`config.mk`:
```
export PLATFORM = sky130hd
export DESIGN_NAME = an_seq_encoder28
export DESIGN_NICKNAME = d
export VERILOG_FILES = /design/src/rtl/an_code_pkg.sv /design/src/rtl/an_shift_add_step.sv /design/src/rtl/an_seq_encoder28.sv
export SDC_FILE = /design/constraint.sdc
export NUM_CORES = 1
export LEC_CHECK = 0
export ABC_AREA = 1
export CAP_MARGIN = 5
export CORE_ASPECT_RATIO = 0.6
export CORE_MARGIN = 3
export CORE_UTILIZATION = 60
export CTS_BUF_LIST = sky130_fd_sc_hd__clkbuf_2
export DETAILED_ROUTE_END_ITERATION = 16
export PLACE_DENSITY = 0.93
export SLEW_MARGIN = 20
export SYNTH_ARGS = -nofsm -noshare
export SYNTH_HDL_FRONTEND = slang
export SYNTH_SLANG_ARGS = --single-unit
```
`constraint.sdc`:
```
create_clock -name clk -period 2.66 [get_ports clk]
set_input_delay 0.532 -clock clk [delete_from_list [all_inputs] [get_ports clk]]
set_output_delay 0.532 -clock clk [all_outputs]
set_load 0.02 [all_outputs]
```
`src/rtl/an_code_pkg.sv`:
```
// Shared AN-code constants and FSM state type.
// Used by the sequential encoder and by the downstream AN-code LUT decoder,
// so A, N_W and W_W have a single source of truth.
//   A   : AN-code multiplier (odd)
//   N_W : data word width
//   A_W : bit width of A, sets the encoder iteration count
//   W_W : codeword width, N_W + A_W
package an_code_pkg;

  localparam int unsigned A   = 17619;
  localparam int unsigned N_W = 28;
  localparam int unsigned A_W = 15;
  localparam int unsigned W_W = N_W + A_W;

  // A as an A_W-bit vector, loaded into the multiplier shift register
  localparam logic [A_W-1:0] A_VEC = A_W'(A);

  typedef enum logic [1:0] {
    IDLE = 2'd0,
    MUL  = 2'd1,
    DONE = 2'd2
  } an_state_t;

endpackage

```
`src/rtl/an_shift_add_step.sv`:
```
// One shift-and-add iteration of the AN-code multiplier.
// Purely combinational; kept in its own module so the W_W-bit adder is a
// distinct timing path.
// Ports:
//   acc      in   W_W  current accumulator
//   mcand    in   W_W  current (already shifted) multiplicand
//   mbit     in   1    current LSB of the multiplier shift register
//   acc_next out  W_W  acc + mcand when mbit is set, else acc
module an_shift_add_step
  import an_code_pkg::*;
(
  input  logic [W_W-1:0] acc,
  input  logic [W_W-1:0] mcand,
  input  logic           mbit,
  output logic [W_W-1:0] acc_next
);

  // Unsigned W_W-bit add; any carry out of the MSB is dropped (cannot occur
  // for in-range data since A*(2^N_W-1) < 2^W_W).
  assign acc_next = mbit ? (acc + mcand) : acc;

endmodule

```
`src/rtl/an_seq_encoder28.sv`:
```
// Sequential AN-code encoder: W = A * N using one shift-and-add step per
// clock over the A_W bits of A. Ready/valid on input and output.
// Ports:
//   clk        in   1    clock, rising edge
//   rst        in   1    synchronous active-high reset
//   in_valid   in   1    in_n is valid
//   in_ready   out  1    encoder can accept a word (IDLE only)
//   in_n       in   N_W  data word, sampled only at the accept edge
//   out_valid  out  1    out_w holds a finished codeword (DONE)
//   out_ready  in   1    downstream takes out_w
//   out_w      out  W_W  codeword A*N, held at its last value outside DONE
//   busy       out  1    high in MUL and DONE
module an_seq_encoder28
  import an_code_pkg::*;
(
  input  logic           clk,
  input  logic           rst,
  input  logic           in_valid,
  output logic           in_ready,
  input  logic [N_W-1:0] in_n,
  output logic           out_valid,
  input  logic           out_ready,
  output logic [W_W-1:0] out_w,
  output logic           busy
);

  localparam logic [3:0] CNT_LAST = 4'(A_W - 1);

  an_state_t      state;
  logic [W_W-1:0] acc;
  logic [W_W-1:0] mcand;
  logic [A_W-1:0] mplier;
  logic [3:0]     cnt;
  logic [W_W-1:0] acc_next;

  an_shift_add_step u_step (
    .acc      (acc),
    .mcand    (mcand),
    .mbit     (mplier[0]),
    .acc_next (acc_next)
  );

  always_ff @(posedge clk) begin
    if (rst) begin
      state     <= IDLE;
      in_ready  <= 1'b1;
      out_valid <= 1'b0;
      busy      <= 1'b0;
      out_w     <= '0;
      acc       <= '0;
      mcand     <= '0;
      mplier    <= '0;
      cnt       <= '0;
    end else begin
      case (state)
        IDLE: begin
          if (in_valid) begin
            mcand    <= {{(W_W-N_W){1'b0}}, in_n};
            mplier   <= A_VEC;
            acc      <= '0;
            cnt      <= '0;
            state    <= MUL;
            in_ready <= 1'b0;
            busy     <= 1'b1;
          end
        end
        MUL: begin
          acc    <= acc_next;
          mcand  <= mcand << 1;
          mplier <= mplier >> 1;
          cnt    <= cnt + 4'd1;
          if (cnt == CNT_LAST) begin
            // Final iteration: publish the completed product directly so
            // out_w never shows a partial sum.
            state     <= DONE;
            out_valid <= 1'b1;
            out_w     <= acc_next;
          end
        end
        DONE: begin
          // No pass-through: the handoff edge returns to IDLE only, so a
          // coincident in_valid is taken on the following edge.
          if (out_ready) begin
            state     <= IDLE;
            out_valid <= 1'b0;
            busy      <= 1'b0;
            in_ready  <= 1'b1;
          end
        end
        default: begin
          state     <= IDLE;
          out_valid <= 1'b0;
          busy      <= 1'b0;
          in_ready  <= 1'b1;
        end
      endcase
    end
  end

endmodule

```
-- Yosys cells after proc, flatten, opt, wreduce, memory -nomap -nowiden
Index checks and enable logic that the tools add are counted.
- word-level logic and storage cells: 47
- output and inout bits: 46
- bits in registers: 153
- add/subtract/negate cells: 2
- bitwise operators: 2
- equality and inequality tests: 6
- multiplexer cells: 21
- reduce and logical (&&, ||, !) cells: 7
- operators by type and width (cell ; count):
    case mux 43 bit (2 select lines) ; 2
    two-way mux 43 bit ; 3
    adder 43 bit ; 1
    case mux 15 bit (2 select lines) ; 1
    two-way mux 15 bit ; 1
    case mux 1 bit (3 select lines) ; 3
    AND reduction 3 bit ; 3
    case mux 4 bit (2 select lines) ; 1
    two-way mux 2 bit ; 3
    != test 2 bit (second input constant) ; 3
    case mux 2 bit (3 select lines) ; 1
    two-way mux 1 bit ; 5
    adder 4 x 1 -> 4 bit (second input constant) ; 1
    == test 4 bit (second input constant) ; 1
    two-way mux 4 bit ; 1
    AND reduction 2 bit ; 2
    == test 2 x 1 -> 1 bit (second input constant) ; 1
    == test 2 bit (second input constant) ; 1
    zero test 2 bit ; 1
    NOT 1 bit ; 2
    nonzero test 2 bit ; 1

-- Depth between registers and ports, before layout
- word-level depth: 3
- depth in mapped cells: 18
- mapped depth without buffers: 18

-- Modules after synthesis
A second synthesis with hierarchy kept.
- cells, all modules: 1583
- area, all modules: 9705.6 µm²
- modules (own cells, without submodules) (module ; area each (µm²) ; times used ; cells each ; sequential area each (µm²)):
    an_seq_encoder28 ; 5825.6 ; 1 ; 762 ; 3062.9
    an_shift_add_step ; 3880.0 ; 1 ; 821 ; 0.0

-- Worst setup path before layout
Ideal clock, no wire load.
- kind: reg-to-reg
- start point: register acc[0]
- end point: register out_w[40]
- data required time: 2551 ps
- arrival time: 1837 ps
- period minus slack after synthesis: 1946 ps
- path buffers: 0
- path slack: 714 ps
- setup time: 109 ps
- stages on the path, launching flop included: 18
- cells stage by stage: dfxtp_1 -> ha_1 -> inv_1 -> fa_1 -> inv_1 -> nand2_1 -> nand2_1 -> nand3_1 -> nand2_2 -> nand2_1 -> nand3_2 -> nand2_1 -> nand3_1 -> nand3_2 -> nand2_1 -> nand2_1 -> nand2_1 -> inv_1
- cells in the longest elaborated chain, start to end: 2
- ends and longest elaborated chain (element ; line ; source):
    start, declared ; an_seq_encoder28.sv:30 ; logic [W_W-1:0] acc;
    start signal, assigned ; an_seq_encoder28.sv:68 ; acc <= acc_next;
    adder 43 bit ; an_shift_add_step.sv:20 ; assign acc_next = mbit ? (acc + mcand) : acc;
    two-way mux 43 bit ; an_shift_add_step.sv:20 ;
    end signal, assigned ; an_seq_encoder28.sv:77 ; out_w <= acc_next;
    end, declared ; an_seq_encoder28.sv:23 ; output logic [W_W-1:0] out_w,
Every way passes these cells.
A chain may end at the register's enable or synchronous reset.

-- Worst setup path after layout
- start point: register acc[0]
- end point: register acc[34]
- cells in the longest elaborated chain, start to end: 3
- ends and longest elaborated chain (element ; line ; source):
    adder 43 bit ; an_shift_add_step.sv:20 ;
    two-way mux 43 bit ; an_shift_add_step.sv:20 ;
    case mux 43 bit (2 select lines) ; an_seq_encoder28.sv:55 ; case (state)
Every way passes these cells.

==> reports/results.txt <==
Synthesized netlist net count: 1676. The run finished with clean final reports. The logs give 0 for the diode insertion count for antenna repair and 5.38 nW for the static leakage.

The combinational family with the most area after synthesis is simple AND/OR/NAND/NOR gates. In this run, post-CTS hold repair placed 0 buffers. The global route total overflow is 0. The tools report the deepest level of the CTS H-tree as 4. The initialized floorplan defines 35 standard-cell rows. The mux share of post-synthesis cell area works out to 0%. The worst slew margin relative to its limit was 28.2%; the count of final setup violators was 0. The worst hold path passes through 3 cells.

The run gives 0 as the final number of hold-violating endpoints. Cells with a size suffix above 1 make up 8.36% of the layout. The critical path class was reg -> reg.

In this run the number of cells on the critical path is 14. Clock tree synthesis selected as its root buffer the cell clkbuf_2. The slew of the pin with the lowest slew margin came out at 1.08 ns. The areal power density over the cells is 446 nW/um2. The total I/O pin count was 78; the clock transition at the register clock pins on the worst setup and hold paths after CTS was 0.30 ns.

The mean number of vias per cell works out to 5.56. Between clock sinks in the finished design, the worst skew comes to 0.0459 ns. The run gives 3.21 ns as the data arrival at the endpoint of the critical path. TritonCTS built the clock tree. The critical path goes through ha_1, inv_1, fa_1, inv_2, nand3_1, nand3_2, nand2_1, nand2_1, nand2_1, nand2_1, nand2_1, nand3_2, nand3_1, a21oi_1. By instance count, the cell type seen most on the critical path is nand2_1.

At the end of routability-driven placement, the weighted congestion stood at 1.02. The cell type of the slowest stage on the worst timing path is dfxtp_1. The run gives 62.6% as the starting density of the core.

Of the total synthesized cell area, the portion taken by XOR and XNOR cells is 2.14%. The height of the die is 105 um, and the clock latency on the worst-skew pair is 0.73 ns. The maximum single-stage delay on the critical path was 0.42 ns. The count of port buffers added during placement works out to 77. Summing every instance area after synthesis gives 9810 um2. The area of the core region was 15700 um2; the buffer and inverter count on the worst path was 2. Summed over all layers, the routed wires come to 31400 um. Setup repair after global routing left no endpoint under its margin.

Data on the critical path is required at its endpoint by 3.35 ns. In the final routed layout, each cell accounts on average for 16.8 um. TritonCTS created 17 clock buffers. Counting cells, the worst reg-to-reg path comes to 14. Among cell families on the critical path, the largest total delay comes from simple AND/OR/NAND/NOR gates. For the total instance count after detailed placement, the log shows 1834. Summed over all nets, the half-perimeter wirelength after detailed placement is 23600 um. The logs give 31.2% for the register area share after synthesis and 1727 for the final layout net count. The final setup TNS came out at 0 ns. Along the worst path, the maximum fanout reaches 4. The post-synthesis simple-gate area fraction is 38.4%, and the peak supply drop is 491 uV. The layout has 1386 filler cells. In the synthesized netlist, the number of instances is 1599. The number of setup buffers added after CTS is 0. The maximum root-to-sink buffer count was 2; the post-synthesis to final-layout area growth was 11.9%. The worst path in the final design needs a cycle of 2.52 ns, including I/O delays and setup. Yosys printed 0 warnings. Number of pins exceeding their max-slew limit in the final report: 0.

The tools report the count of routing violations after the opening detailed-route iteration as 1299. The final cycle utilization of the critical path was 94.8%; the residual DRC count was 0. The library cell used most frequently in the layout, excluding fill and tap cells, is nand2_1. Number of clock sinks: 153. The via count of the first global-routing pass was 9324; the overall track demand over capacity in global routing was 35.2%. Hold timing on the final database bottoms out at a slack of 0.314 ns. The tools report the critical path capture point type as a register. After Yosys synthesis, full adders, half adders and majority gates account for 5.82% of the synthesized area.

In this run, synthesis produced a sequential element count of 153. The tools report the filler-free cell count of the finished design as 1866. The total iterations of the first detailed-routing run was 6; the post-synthesis compound-gate area fraction was 11.2%.

Once detail routing completed, the nets flagged for antenna violations numbered 0. The distinct cell type count after synthesis was 38. The achievable clock frequency came out at 397 MHz. The path class of the tightest hold or removal check is in -> reg.

The startpoint type of the worst setup path was a register. The first global-routing pass estimated 49500 um of wire. The logs give 0 for the max capacitance violation total and 0 for the initial antenna violation count. Summing over every cut layer, the via total after detailed routing is 10400. The post-synthesis area per instance came out at 6.13 um2. Measured along the x axis, the die boundary spans 171 um. The die area was 18000 um2; the pin count of the biggest net entering global routing was 127. Leaving out fill and tap cells, the most frequent cells in the layout are nand2_1, inv_1, dfxtp_1.
## state kept, by name, summed over array words and instances (netlist names)
register	cells
out_w	43
in_ready	1
mcand	43
mplier	15
state	2
acc	43
cnt	4
busy	1
out_valid	1
## worst register-to-register path: cells and delay by family (launching register included)
kind | cells | cell delay (ns)
adder cells (fa/ha/maj) | 2 | 0.64
buffers and inverters | 2 | 0.20
flip-flops | 1 | 0.42
AO/OA/AOI/OAI | 1 | 0.17
AND/OR/NAND/NOR | 9 | 1.06
## metal layers
metal / GRT usage, % / part of all wire [%]
met5: 0 / 0
met4: 5.74 / 1.3
met3: 12.7 / 15
met2: 46.3 / 37
met1: 54.7 / 47
## metrics by stage
step                      cell area [um2]  util [%]  power [W]  setup slack [ns]
after floorplan                      9810         -    0.00316             0.714
after global placement              10700      68.4    0.00344             0.181
after detailed placement            10700      68.4    0.00347             0.202
after CTS                           11000      70.0    0.00486             0.142
after global routing                11000      70.0    0.00508           0.00154
final                               11000      70.0    0.00490             0.139
## path summary, 6_finish.rpt
path	start	to	slack (ns)
min	rst	mplier[12]$_SDFFE_PP0P_	0.31
max reg2reg	acc[0]$_SDFFE_PP0P_	acc[34]$_SDFFE_PP0P_	0.14
min reg2reg	mplier[12]$_SDFFE_PP0P_	mplier[12]$_SDFFE_PP0P_	0.48
max	acc[0]$_SDFFE_PP0P_	acc[34]$_SDFFE_PP0P_	0.14
## report_power, final
part	switching, W	internal, W
Combinational	0.000658	0.000328
Sequential	0.0000956	0.00239
Clock	0.00110	0.000328
## cells by family (layout without fill, tap and decap cells)
family	Yosys count	count (layout)
buf+inv	280	344
compound gates	202	202
flops	153	153
fa+ha+maj	45	45
simple gates	895	895
xor+xnor	24	24
## area by class of cell
type / count / area [um2] / area share [%]
inverters: 225 / 845 / 7.69
repair buffers: 87 / 906 / 8.25
multi-input cells: 1166 / 5650 / 51.5
flip-flops and latches: 153 / 3060 / 27.9
clock inverters: 15 / 170 / 1.55
clock buffers: 17 / 85.1 / 0.775
well taps: 203 / 254 / 2.31
## cell usage after synthesis, drive strengths merged
library cell,n,area (um2)
inv,224,841
or2,21,131
buf,26,145
a31oi,13,81.3
nor2,152,643
a221oi,1,8.76
xnor2,15,131
o221a,2,22.5
nand2,619,2370
o21bai,5,37.5
clkinv,1,3.75
nor3,1,5.00
dfxtp,153,3060
ha,44,551
a21oi,116,596
nor4,2,12.5
o21ai,56,284
o21a,1,7.51
clkbuf,29,109
a2111oi,1,8.76
nand3,92,561
nand4,5,31.3
a21o,4,30.0
and2,3,18.8
o211ai,3,22.5
xor2,9,78.8
fa,1,20.0
## what timing repair did
item                                   4_1_cts  5_1_grt
setup endpoints to repair                    0       10
resized for setup                            0        3
endpoints found under the hold margin        0        0
(Power assumes the default switching activity.)
